===== config.mk =====
export PLATFORM = sky130hd
export DESIGN_NAME = ue_tcam_updater
export DESIGN_NICKNAME = d
export VERILOG_FILES = /design/src/rtl/ue_tcam_updater.sv
export SDC_FILE = /design/constraint.sdc
export NUM_CORES = 1
export LEC_CHECK = 0
export BUFFER_PORTS_ARGS = -buffer_cell sky130_fd_sc_hd__clkbuf_2
export CORE_MARGIN = 1
export CORE_UTILIZATION = 25
export CTS_CLUSTER_DIAMETER = 200
export DETAILED_ROUTE_END_ITERATION = 10
export REMOVE_ABC_BUFFERS = 1
export SYNTH_ARGS = -nofsm -noshare
export SYNTH_HDL_FRONTEND = slang
export SYNTH_SLANG_ARGS = --single-unit

===== constraint.sdc =====
create_clock -name clk -period 2.15 [get_ports clk]
set_input_delay 0.1075 -clock clk [delete_from_list [all_inputs] [get_ports clk]]
set_output_delay 0.1075 -clock clk [all_outputs]
set_load 0.02 [all_outputs]

===== src/rtl/ue_tcam_updater.sv =====
// Read-modify-write rule updater for a unit-BRAM TCAM; sweeps every (unit, row) of one layer per request.
// Optional UE_TCAM_RMW_SKIP_EN: rows whose contents would not change are not written back.
module ue_tcam_updater #(
  parameter int DEPTH = 512,
  parameter int WIDTH = 36,
  parameter int L     = 4,
  parameter int N     = 4
) (
  input  logic                       clk,
  input  logic                       rst,
  input  logic                       req_valid,
  output logic                       req_ready,
  input  logic                       req_op,
  input  logic [$clog2(DEPTH)-1:0]   req_addr,
  input  logic [WIDTH-1:0]           req_value,
  input  logic [WIDTH-1:0]           req_mask,
  output logic                       mem_en,
  output logic                       mem_wen,
  output logic [((L > 1) ? $clog2(L) : 1)-1:0] mem_layer,
  output logic [((N > 1) ? $clog2(N) : 1)-1:0] mem_unit,
  output logic [WIDTH/N-1:0]         mem_row,
  output logic [DEPTH/L-1:0]         mem_wdata,
  input  logic [DEPTH/L-1:0]         mem_rdata,
  output logic                       busy,
  output logic                       done
);

  localparam int SW = WIDTH / N;
  localparam int SA = DEPTH / L;
  localparam int CW = $clog2(SA);
  localparam int LW = (L > 1) ? $clog2(L) : 1;
  localparam int UW = (N > 1) ? $clog2(N) : 1;

  typedef enum logic [2:0] {IDLE, RD, MOD, WR, DONE} state_t;

  state_t            state, state_next;
  logic              op_q;
  logic [CW-1:0]     col_q;
  logic [LW-1:0]     layer_q;
  logic [WIDTH-1:0]  value_q;
  logic [WIDTH-1:0]  mask_q;
  logic [UW-1:0]     unit;
  logic [SW-1:0]     row;
  logic [SA-1:0]     row_buf;
  logic [SA-1:0]     new_row;
  logic [SW-1:0]     sub_val;
  logic [SW-1:0]     sub_mask;
  logic              hit;
  logic              last;
  logic              advance;

  // Column bit for this row: 1 only when the row index matches the rule slice on cared bits.
  always_comb begin
    sub_val  = value_q[int'(unit)*SW +: SW];
    sub_mask = mask_q[int'(unit)*SW +: SW];
    hit      = op_q && (((row ^ sub_val) & ~sub_mask) == '0);
    new_row  = mem_rdata;
    new_row[col_q] = hit;
  end

  assign last = (unit == UW'(N - 1)) && (row == '1);

  always_comb begin
    state_next = state;
    req_ready  = 1'b0;
    busy       = 1'b1;
    done       = 1'b0;
    mem_en     = 1'b0;
    mem_wen    = 1'b0;
    advance    = 1'b0;
    case (state)
      IDLE: begin
        req_ready = 1'b1;
        busy      = 1'b0;
        if (req_valid) state_next = RD;
      end
      RD: begin
        mem_en     = 1'b1;
        state_next = MOD;
      end
      MOD: begin
`ifdef UE_TCAM_RMW_SKIP_EN
        if (new_row == mem_rdata) begin
          advance    = 1'b1;
          state_next = last ? DONE : RD;
        end else begin
          state_next = WR;
        end
`else
        state_next = WR;
`endif
      end
      WR: begin
        mem_en     = 1'b1;
        mem_wen    = 1'b1;
        advance    = 1'b1;
        state_next = last ? DONE : RD;
      end
      DONE: begin
        done       = 1'b1;
        state_next = IDLE;
      end
      default: begin
        busy       = 1'b0;
        state_next = IDLE;
      end
    endcase
  end

  always_ff @(posedge clk) begin
    if (rst) begin
      state   <= IDLE;
      op_q    <= 1'b0;
      col_q   <= '0;
      layer_q <= '0;
      value_q <= '0;
      mask_q  <= '0;
      unit    <= '0;
      row     <= '0;
      row_buf <= '0;
    end else begin
      state <= state_next;
      if (state == IDLE && req_valid) begin
        op_q    <= req_op;
        col_q   <= req_addr[CW-1:0];
        layer_q <= req_addr[CW +: LW];
        value_q <= req_value;
        mask_q  <= req_mask;
        unit    <= '0;
        row     <= '0;
      end
      if (state == MOD) row_buf <= new_row;
      if (advance) begin
        row <= row + 1'b1;
        if (row == '1) unit <= unit + 1'b1;
      end
    end
  end

  assign mem_layer = layer_q;
  assign mem_unit  = unit;
  assign mem_row   = row;
  assign mem_wdata = row_buf;

endmodule


==> flow_summary_export.csv, run 1 <==
group,metric,value,unit
cells_and_area,layout_commonest_cell,"clkbuf_2",
cells_and_area,fin_area,18400,sq um
cells_and_area,utilization,0.375,
synth,synth_ff_type,"dfxtp_1",
floorplanning,die_area,50500,sq um
power,internal_power,9.18,mW
place,dp_cells,2425,
synth,syn_inst,1419,
synth,yosys.area_share.simple,0.179,
cts,tritoncts,"done",
cts,numCtsBuffers,28,
worst_setup_path,crit_chain,"xnor2_1 -> o22ai_1 -> or4_1 -> a211oi_2 -> o211ai_4 -> buf_12 -> buf_4 -> buf_16 -> a31oi_4",
drt,drt_iter0_drc,634,
floorplanning,die_x,225,um
grt,grt_max_degree,129,
synth,synth_seq_cells,224,
synth,yosys.cell_types.count,57,
run_status,violations,"setup timing",
place,dp_slack,-0.307,ns
synth,synth.area.mux_share,0.00262,
cts,htree_num_levels,1,
cells_and_area,layoutNonFillerInstCount,2644,
power,swShare,0.323,
synth,seq_area_frac_synth,0.361,
sta,worst_pin_slew,0.754,ns
power,cellLeakagePower,6.87,nW
synth,ys_async_sr_fraction,0,
drt,dr.pass1.iters,4,
place,place_congestion,0.866,
grt,antenna_found_initial,4,
drt,drc,0,
place,port_buffers,358,
run_status,status,"finished with violations",
worst_setup_path,crit_path_max_incr_delay,0.50,ns
floorplanning,initial_utilization,0.254,
worst_setup_path,worstSetupPathType,"reg -> reg",
synth,syn_area,12400,sq um
power,p_clk_frac,0.376,
sta,hold_viol,0,
synth,synth_top_family_by_area,"compound AO/OA/AOI/OAI gates",
synth,synthXorXnorAreaFrac,0.0153,
sta,rsz0062_at_grt,"true",
power,powerDensity,738,nW/um^2
cells_and_area,drive_gt1_frac,0.340,
drt,ant_nets,0,
sta,setup_ws,-0.212,ns
worst_setup_path,path_max_fanout,9,
place,dp_hpwl,32600,um
synth,yosys.area_share.adder,0.00302,
floorplanning,coreArea,49000,sq um
sta,period_share,1.10,
floorplanning,die_h,225,um
sta,fmax,423,MHz
cts,clock_sinks,224,
drt,dr_total_vias,12670,
power,power.switching,4.38,mW
cells_and_area,mostFrequentLayoutCells,"clkbuf_2, nand2_1, dfxtp_1",
floorplanning,ios,359,
cts,clk_pin_slew,0.06,ns
floorplanning,rows,81,
grt,grt_pass1_wl,72300,um
grt,overflow,0,
grt,grt_pass1_vias,12779,
synth,ys_warn_count,0,
cts,clk_latency,0.57,ns
power,seqPwrFrac,0.355,
run,max_cap_violations,0,
drt,vias_per_cell,4.79,
cts,clock_tree.buffer_depth,3,
worst_hold_path,hp-class,"in -> reg",
worst_setup_path,cpLargestDelayFamily,"compound AO/OA/AOI/OAI gates",
cts,clk_root_buffer_cell,"clkbuf_16",
sta,setup_viol,118,
place,placed_area,15400,sq um
sta,period_minus_slack,2.36,ns
sta,skew,0.0146,ns
worst_setup_path,critPathRequiredTime,2.64,ns
grt,grt_usage,0.183,
sta,relSlewSlack,0.497,
worst_setup_path,crit_slowest_cell,"or4_1",
cells_and_area,num-fill-cells,4868,
sta,report.final.slew_viol_count,0,
cells_and_area,final_nets,2174,
worst_setup_path,worst_ep_arrival_time,2.86,ns
worst_setup_path,crit_path_start_kind,"flop",
synth,synth-edff-count,0,
drt,wl,47900,um
power,power_frac_comb,0.269,
worst_setup_path,endpoint_kind,"flop",
synth,synth-compound-area-share,0.384,
synth,syn_area_per_cell,8.75,sq um
drt,wl_per_cell,18.1,um
power,ir_drop,563,uV
cells_and_area,syn_to_final_growth,48.1,%
worst_setup_path,timing.critical_path.buf_inv,3,
cell families after synthesis:
group                    after synthesis
multiplexers                           3
XOR/XNOR                              20
buffers and inverters                120
adder cells (fa/ha/maj)                3
AO/OA/AOI/OAI                        512
AND/OR/NAND/NOR                      537
flip-flops                           224
what timing repair did:
item	in CTS	in global routing
setup endpoints to repair	129	129
gates resized for setup	37	19
buffers inserted	6	2
hold endpoints to repair	155	0
pin swaps	9	1
cloned	5	1
hold buffers	156	0
sequential cells by signal, indices dropped and copies added, names as in the netlist:
signal and count:
mem_wdata 128, mask_q 36, value_q 36, mem_row 9, col_q 7, state 3, mem_layer 2, mem_unit 2
op_q 1
worst min-delay path, cell delays in order:
cell	delay [ns]
clkbuf_2	0.08
o21ai_0	0.15
a21o_1	0.17
a31oi_4	0.03
layout make-up:
type | count | area, sq um | share of cell area
Multi-Input combinational cell | 1075 | 7420 | 0.404
Timing Repair Buffer | 622 | 4610 | 0.251
Sequential cell | 224 | 4500 | 0.245
Clock buffer | 44 | 882 | 0.0480
Tap cell | 664 | 831 | 0.0452
Clock inverter | 7 | 113 | 0.00613
Inverter | 7 | 27.5 | 0.00150
Antenna cell | 1 | 2.50 | 0.000136
power by group through the flow:
| stage | combinational (mW) | clock, mW | sequential [mW] |
|---|---|---|---|
| global placement | 3.24 | 0 | 4.89 |
| global route | 3.93 | 5.38 | 4.85 |
| floorplan | 1.70 | 0 | 5.12 |
| detailed placement | 3.29 | 0 | 4.89 |
| CTS | 3.64 | 5.21 | 4.81 |
| finish | 3.65 | 5.10 | 4.81 |
metrics by stage:
stage | power [mW] | TNS [ns] | hold WS, ns
after floorplan | 6.82 | -1038.10 | 0.177
after global placement | 8.13 | -27.15 | 0.332
after detailed placement | 8.19 | -32.18 | 0.341
after CTS | 13.7 | -19.13 | 0.000305
after global routing | 14.2 | -24.48 | 0.0114
final | 13.6 | -14.19 | 0.0277
layer usage:
metal | part of all wire | track usage | wire (um)
met1 | 0.43 | 0.230 | 20700
met5 | 0.00071 | 0 | 34
met3 | 0.078 | 0.0470 | 3720
met2 | 0.47 | 0.308 | 22400
met4 | 0.023 | 0.0459 | 1090
worst paths after layout:
path                  startpoint  cells past startpoint        endpoint  slack, ns
setup / recovery      mem_row[6]                      9  mem_wdata[117]      -0.21
hold / removal    mem_rdata[101]                      4  mem_wdata[101]       0.03
setup reg to reg      mem_row[6]                      9  mem_wdata[117]      -0.21
hold reg to reg       mask_q[17]                      2      mask_q[17]       0.46
synth_stat cells, drive strengths merged, types with 9 or more instances:
library cell,count,area [sq um]
clkbuf,84,315
a21o,129,968
o21ai,136,681
dfxtp,224,4480
nand3,13,65.1
nor3,9,45.0
nor2b,9,56.3
nand2,312,1170
xnor2,18,173
buf,29,340
a31oi,128,2430
a21oi,93,465
nor2,154,578
Power figures use the tool's default switching activity.
==> run 2: changes to the inputs <==
--- a/config.mk
+++ b/config.mk
@@ -5,6 +5,7 @@
 export SDC_FILE = /design/constraint.sdc
 export NUM_CORES = 1
 export LEC_CHECK = 0
+export ABC_AREA = 1
 export BUFFER_PORTS_ARGS = -buffer_cell sky130_fd_sc_hd__clkbuf_2
 export CORE_MARGIN = 1
 export CORE_UTILIZATION = 25
==> constraint.sdc (replaced) <==
create_clock -name clk -period 2.15 [get_ports clk]
set_input_delay 0.215 -clock clk [delete_from_list [all_inputs] [get_ports clk]]
set_output_delay 0.215 -clock clk [all_outputs]
set_load 0.02 [all_outputs]
==> run 2 against run 1 <==
The run now ends clean. Synthesized cell count grew 26%. Via count shrank 0.39%. Final cell count grew 6.1%. Combinational power shrank 36%. Clock skew grew 0.0019 ns. Critical path type unchanged. Largest power group unchanged.
==> flow_summary_export.csv, run 2 <==
group,metric,value,unit
run_status,status,"finished, final reports clean",
worst_setup_path,path_max_fanout,23,
synth,syn_inst,1781,
grt,grt_pass1_wl,61900,um
sta,hold_viol,0,
cells_and_area,largest_register_ffs,128,
drt,vias_per_cell,4.50,
synth,synth_top_family_by_area,"simple AND/OR/NAND/NOR gates",
drt,drc,0,
drt,dr.pass1.iters,5,
drt,dr_total_vias,12620,
sta,skew,0.0165,ns
grt,grt_pass1_vias,11708,
synth,syn_area,11000,sq um
power,powerDensity,743,nW/um^2
grt,overflow,0,
worst_hold_path,holdPathStages,3,
synth,synth-edff-count,0,
cts,clk_latency,0.56,ns
synth,yosysMostFrequentCell,"nand2_1",
sta,hold_ws,0.0135,ns
synth,synth_ff_type,"dfxtp_1",
power,ir_drop,531,uV
drt,wl,41400,um
power,internal_power,8.08,mW
power,p_clk_frac,0.400,
floorplanning,initial_utilization,0.255,
worst_setup_path,endpoint_kind,"flop",
worst_setup_path,worstSetupPathType,"reg -> reg",
worst_setup_path,worst-r2r-cell-count,15,
power,seqPwrFrac,0.400,
sta,relSlewSlack,0.395,
synth,synth.area.mux_share,0,
power,power.switching,3.50,mW
synth,ys_top_cells_by_count,"nand2_1, nor2_1, dfxtp_1",
floorplanning,die_area,44800,sq um
floorplanning,coreArea,43200,sq um
sta,tns,0,ns
sta,fmax,483,MHz
floorplanning,die_h,212,um
cells_and_area,seq_area,4490,sq um
run,max_cap_violations,0,
power,cellLeakagePower,6.55,nW
sta,report.final.slew_viol_count,0,
synth,ys_async_sr_fraction,0,
cts,clock_tree.buffer_depth,3,
synth,synth_seq_cells,224,
place,dp_hpwl,28600,um
synth,yosysTopAreaCellShare,0.408,
grt,grt_max_degree,107,
cells_and_area,layout_commonest_cell,"nand2_1",
synth,yosys.area_share.simple,0.355,
synth,synth-compound-area-share,0.141,
place,place_congestion,0.846,
floorplanning,ios,359,
place,port_buffers,358,
synth,yosys.area_share.adder,0.00342,
cts,tritoncts,"done",
sta,setup_viol,0,
cells_and_area,final_nets,2412,
sta,setup_ws,0.0780,ns
drt,drt_iter0_drc,971,
cells_and_area,num-fill-cells,4639,
synth,yosys-top-cells-area,"dfxtp_1, nand2_1, nor2_1, a21oi_1, inv_1",
cells_and_area,mostFrequentLayoutCells,"nand2_1, nor2_1, clkbuf_2",
synth,yosysTopAreaCell,"dfxtp_1",
cells_and_area,multi_input_area,5670,sq um
sta,period_share,0.964,
cts,clock_sinks,224,
worst_setup_path,critPathRequiredTime,2.62,ns
cts,htree_num_levels,1,
cells_and_area,drive_gt1_frac,0.224,
synth,seq_area_frac_synth,0.408,
drt,ant_nets,0,
cts,clk_pin_slew,0.06,ns
synth,syn_area_per_cell,6.17,sq um
sta,period_minus_slack,2.07,ns
drt,wl_per_cell,14.8,um
cts,numCtsBuffers,28,
synth,ys_warn_count,0,
worst_setup_path,worst_ep_arrival_time,2.54,ns
synth,synthXorXnorAreaFrac,0,
cells_and_area,syn_to_final_growth,41.9,%
cts,clk_root_buffer_cell,"clkbuf_16",
grt,grt_usage,0.176,
power,power_frac_comb,0.200,
worst_setup_path,crit_path_start_kind,"flop",
floorplanning,die_x,212,um
sta,worst_pin_slew,0.907,ns
worst_hold_path,hp-class,"in -> reg",
power,swShare,0.302,
place,dp_slack,-0.00870,ns
synth,yosys.cell_types.count,22,
sta,rsz0062_at_grt,"true",
grt,antenna_found_initial,4,
floorplanning,rows,76,
## run 2: cell types whose count changed in the layout (fill, tap and decap cells not counted), sizes merged, moves of 69 or more
cell | previous run | this run
nand2 | 312 | 506
dlygate4sd3 | 156 | 87
a21oi | 93 | 204
a31oi | 128 | 0
a21o | 129 | 0
nor2 | 154 | 445
inv | 6 | 130
## run 2: power by group through the flow
stage / Sequential (mW) / Combinational [mW] / Clock [mW]
floorplan: 4.87 / 1.04 / 0
global placement: 4.71 / 2.14 / 0
detailed placement: 4.72 / 2.17 / 0
CTS: 4.63 / 2.30 / 4.75
global route: 4.66 / 2.57 / 4.90
finish: 4.63 / 2.32 / 4.64
## run 2: cells by family after synthesis
logic type	Yosys count
compound gates	305
buf+inv	233
simple gates	1016
fa+ha+maj	3
flops	224
## run 2: path summary, 6_finish.rpt
kind / start / endpoint / slack, ns
max: mem_unit[0] / mem_wdata[84] / 0.08
min: req_value[13] / value_q[13] / 0.01
max reg2reg: mem_unit[0] / mem_wdata[84] / 0.08
min reg2reg: value_q[1] / value_q[1] / 0.45
## run 2: critical path, cell delays in order, from the launching register on
cell     delay [ns]
dfxtp_4        0.39
buf_12         0.14
buf_16         0.15
nand2_1        0.07
nand3_1        0.07
nand2_1        0.09
inv_1          0.05
nand3_1        0.09
nand2_2        0.10
nor2_4         0.12
nand3_4        0.11
buf_12         0.17
buf_12         0.17
nand2_1        0.06
nand2_1        0.05
a21oi_1        0.14
## run 2: repair_timing
action / CTS / global route
hold endpoints to repair: 87 / 0
hold buffers: 87 / 0
gates cloned: 1 / 1
endpoints found under the setup margin: 11 / 118
buffers inserted: 0 / 1
pin swaps: 0 / 1
resized for setup: 2 / 51
## run 2: layer usage
metal,global-route usage,wire length (um)
met5,0,27
met3,0.0469,3330
met2,0.301,19500
met1,0.212,17300
met4,0.0547,1170
## run 2: layout make-up
| class | count | share of cell area |
|---|---|---|
| antenna | 2 | 0.000321 |
| tap | 585 | 0.0469 |
| multi-input combinational | 1324 | 0.364 |
| sequential | 224 | 0.288 |
| timing repair buffer | 489 | 0.212 |
| clock buffer | 44 | 0.0553 |
| clock inverter | 7 | 0.00265 |
| inverter | 129 | 0.0317 |
## run 2: stage by stage
stage                util  cells  cell area [sq um]  total power [mW]
floorplan               -   1677              10500              5.92
global route        0.361   2802              15600              12.1
finish              0.361   2804              15600              11.6
global placement    0.314   2661              13600              6.84
CTS                 0.356   2800              15400              11.7
detailed placement  0.314   2661              13600              6.88
==> run 3: changes to the inputs <==
==> constraint.sdc (replaced) <==
create_clock -name clk -period 2.15 [get_ports clk]
set_input_delay 0.43 -clock clk [delete_from_list [all_inputs] [get_ports clk]]
set_output_delay 0.43 -clock clk [all_outputs]
set_load 0.02 [all_outputs]
==> run 3 against run 2 <==
Total power is 0.62% lower. Clock power barely moved. Die area did not move. Clock skew down 0.0083 ns. First-iteration DRC count up 3.8%. Largest power group is now sequential cells. Via count down 0.17%. Routed wire length grew 4.5%. Clock-buffer cell count is 4 lower. Non-clock buffer count shrank 68. Register-to-register slack lost 0.03 ns. Setup slack worse by 0.027 ns.
==> flow_summary_export.csv, run 3 (same netlist as run 2, synthesis figures left out) <==
group,metric,value,unit
drt,dr.pass1.iters,5,
place,port_buffers,358,
grt,overflow,0,
cells_and_area,utilization,0.349,
cells_and_area,mostFrequentLayoutCells,"nand2_1, nor2_1, clkbuf_2",
sta,setup_ws,0.0509,ns
grt,grt_pass1_vias,11352,
place,placed_area,13400,sq um
floorplanning,initial_utilization,0.255,
drt,drc,0,
cts,clock_sinks,224,
sta,period_minus_slack,2.10,ns
power,powerDensity,765,nW/um^2
grt,grt_max_degree,114,
cells_and_area,fin_area,15000,sq um
drt,wl,43300,um
sta,report.final.slew_viol_count,0,
sta,tns,0,ns
run,max_cap_violations,0,
place,place_congestion,0.808,
cts,tritoncts,"done",
cts,clk_pin_slew,0.06,ns
floorplanning,die_x,212,um
drt,routed.top_layer,"met5",
floorplanning,die_h,212,um
drt,dr_total_vias,12599,
cts,htree_num_levels,1,
floorplanning,rows,76,
worst_setup_path,path_max_fanout,11,
sta,period_share,0.976,
grt,grt_usage,0.170,
cells_and_area,final_nets,2345,
power,finalPower,11.5,mW
worst_setup_path,worst_ep_arrival_time,2.58,ns
sta,setup_viol,0,
drt,wl_met1,18200,um
cells_and_area,largest_register_ffs,128,
worst_setup_path,endpoint_kind,"flop",
sta,relSlewSlack,0.427,
worst_setup_path,critPathRequiredTime,2.63,ns
run_status,status,"finished, final reports clean",
power,cellLeakagePower,6.35,nW
grt,antenna_found_initial,3,
drt,vias_per_cell,4.60,
floorplanning,ios,359,
sta,worst_pin_slew,0.858,ns
floorplanning,coreArea,43200,sq um
cts,clock_tree.buffer_depth,3,
drt,met2WireLength,20000,um
cells_and_area,layout_commonest_cell,"nand2_1",
grt,grt_pass1_wl,60500,um
place,dp_hpwl,28000,um
drt,ant_nets,0,
cells_and_area,drive_gt1_frac,0.245,
drt,wl_met3,3630,um
cts,clk_latency,0.55,ns
worst_setup_path,regToRegSetupSlack,0.05,ns
sta,fmax,476,MHz
place,dp_slack,-0.0313,ns
drt,drt_iter0_drc,1008,
sta,hold_viol,0,
worst_setup_path,worstSetupPathType,"reg -> reg",
worst_setup_path,crit_path_start_kind,"flop",
worst_hold_path,hp-class,"in -> reg",
cts,numCtsBuffers,27,
cts,clk_root_buffer_cell,"clkbuf_16",
drt,wl_per_cell,15.8,um
cells_and_area,syn_to_final_growth,36.9,%
floorplanning,die_area,44800,sq um
power,ir_drop,555,uV
sta,skew,0.00823,ns
run 3: cell types whose count changed in the layout (fill, tap and decap cells not counted), moves of 6 or more:
| cell | before | now |
|---|---|---|
| buf_12 | 21 | 14 |
| nand2_1 | 492 | 486 |
| buf_6 | 1 | 8 |
| clkbuf_16 | 30 | 36 |
| buf_4 | 21 | 28 |
| dlygate4sd3_1 | 87 | 0 |
run 3: final timing paths:
path	startpoint	end	cells after the start
worst max-delay path	mem_unit[0]	mem_wdata[67]	15
worst min-delay path	req_mask[6]	mask_q[6]	3
worst max register to register	mem_unit[0]	mem_wdata[67]	15
worst min register to register	value_q[31]	value_q[31]	2
run 3: through the flow:
stage               hold slack [ns]  instances
finish                        0.103       2736
global route                 0.0872       2735
CTS                          0.0799       2708
detailed placement            0.443       2657
global placement              0.439       2657
floorplan                     0.426       1677
run 3: timing repair:
action	CTS	global route
pin swaps	1	17
setup buffers	1	8
gates cloned	0	20
resized for setup	1	83
endpoints found under the setup margin	46	130
hold buffers	0	0
run 3: metal layers:
metal,global-route usage,vias up
li1,-,6278
met2,0.288,500
met5,0,-
met1,0.213,5734
met3,0.0395,83
met4,0.0532,4
run 3: final cells by class:
cell class                      count  area [sq um]
Multi-Input combinational cell   1324          5730
Antenna cell                        1          2.50
Tap cell                          585           732
Inverter                          129           499
Timing Repair Buffer              421          2690
Fill cell                        4696         28100
Clock inverter                     10           111
Clock buffer                       40           774
Timing Repair inverter              2          17.5
Sequential cell                   224          4490
run 3: where the power goes:
| group | leakage, nW | switching, mW | internal, mW |
|---|---|---|---|
| clock network | 0.439 | 1.88 | 2.73 |
| registers | 1.83 | 0.151 | 4.48 |
| logic | 4.07 | 1.47 | 0.806 |
run 3: critical path, cell delays in order, from the launching register on:
cell and delay [ns]:
dfxtp_4 0.39, buf_8 0.16, buf_6 0.15, nand2_1 0.07
nand3_1 0.08, nand2_1 0.09, inv_1 0.05, nand3_1 0.08
nand2_2 0.09, nor2_4 0.13, nand3_4 0.13, buf_12 0.18
clkbuf_16 0.18, nand2_1 0.08, nand2_1 0.06, a21oi_1 0.11
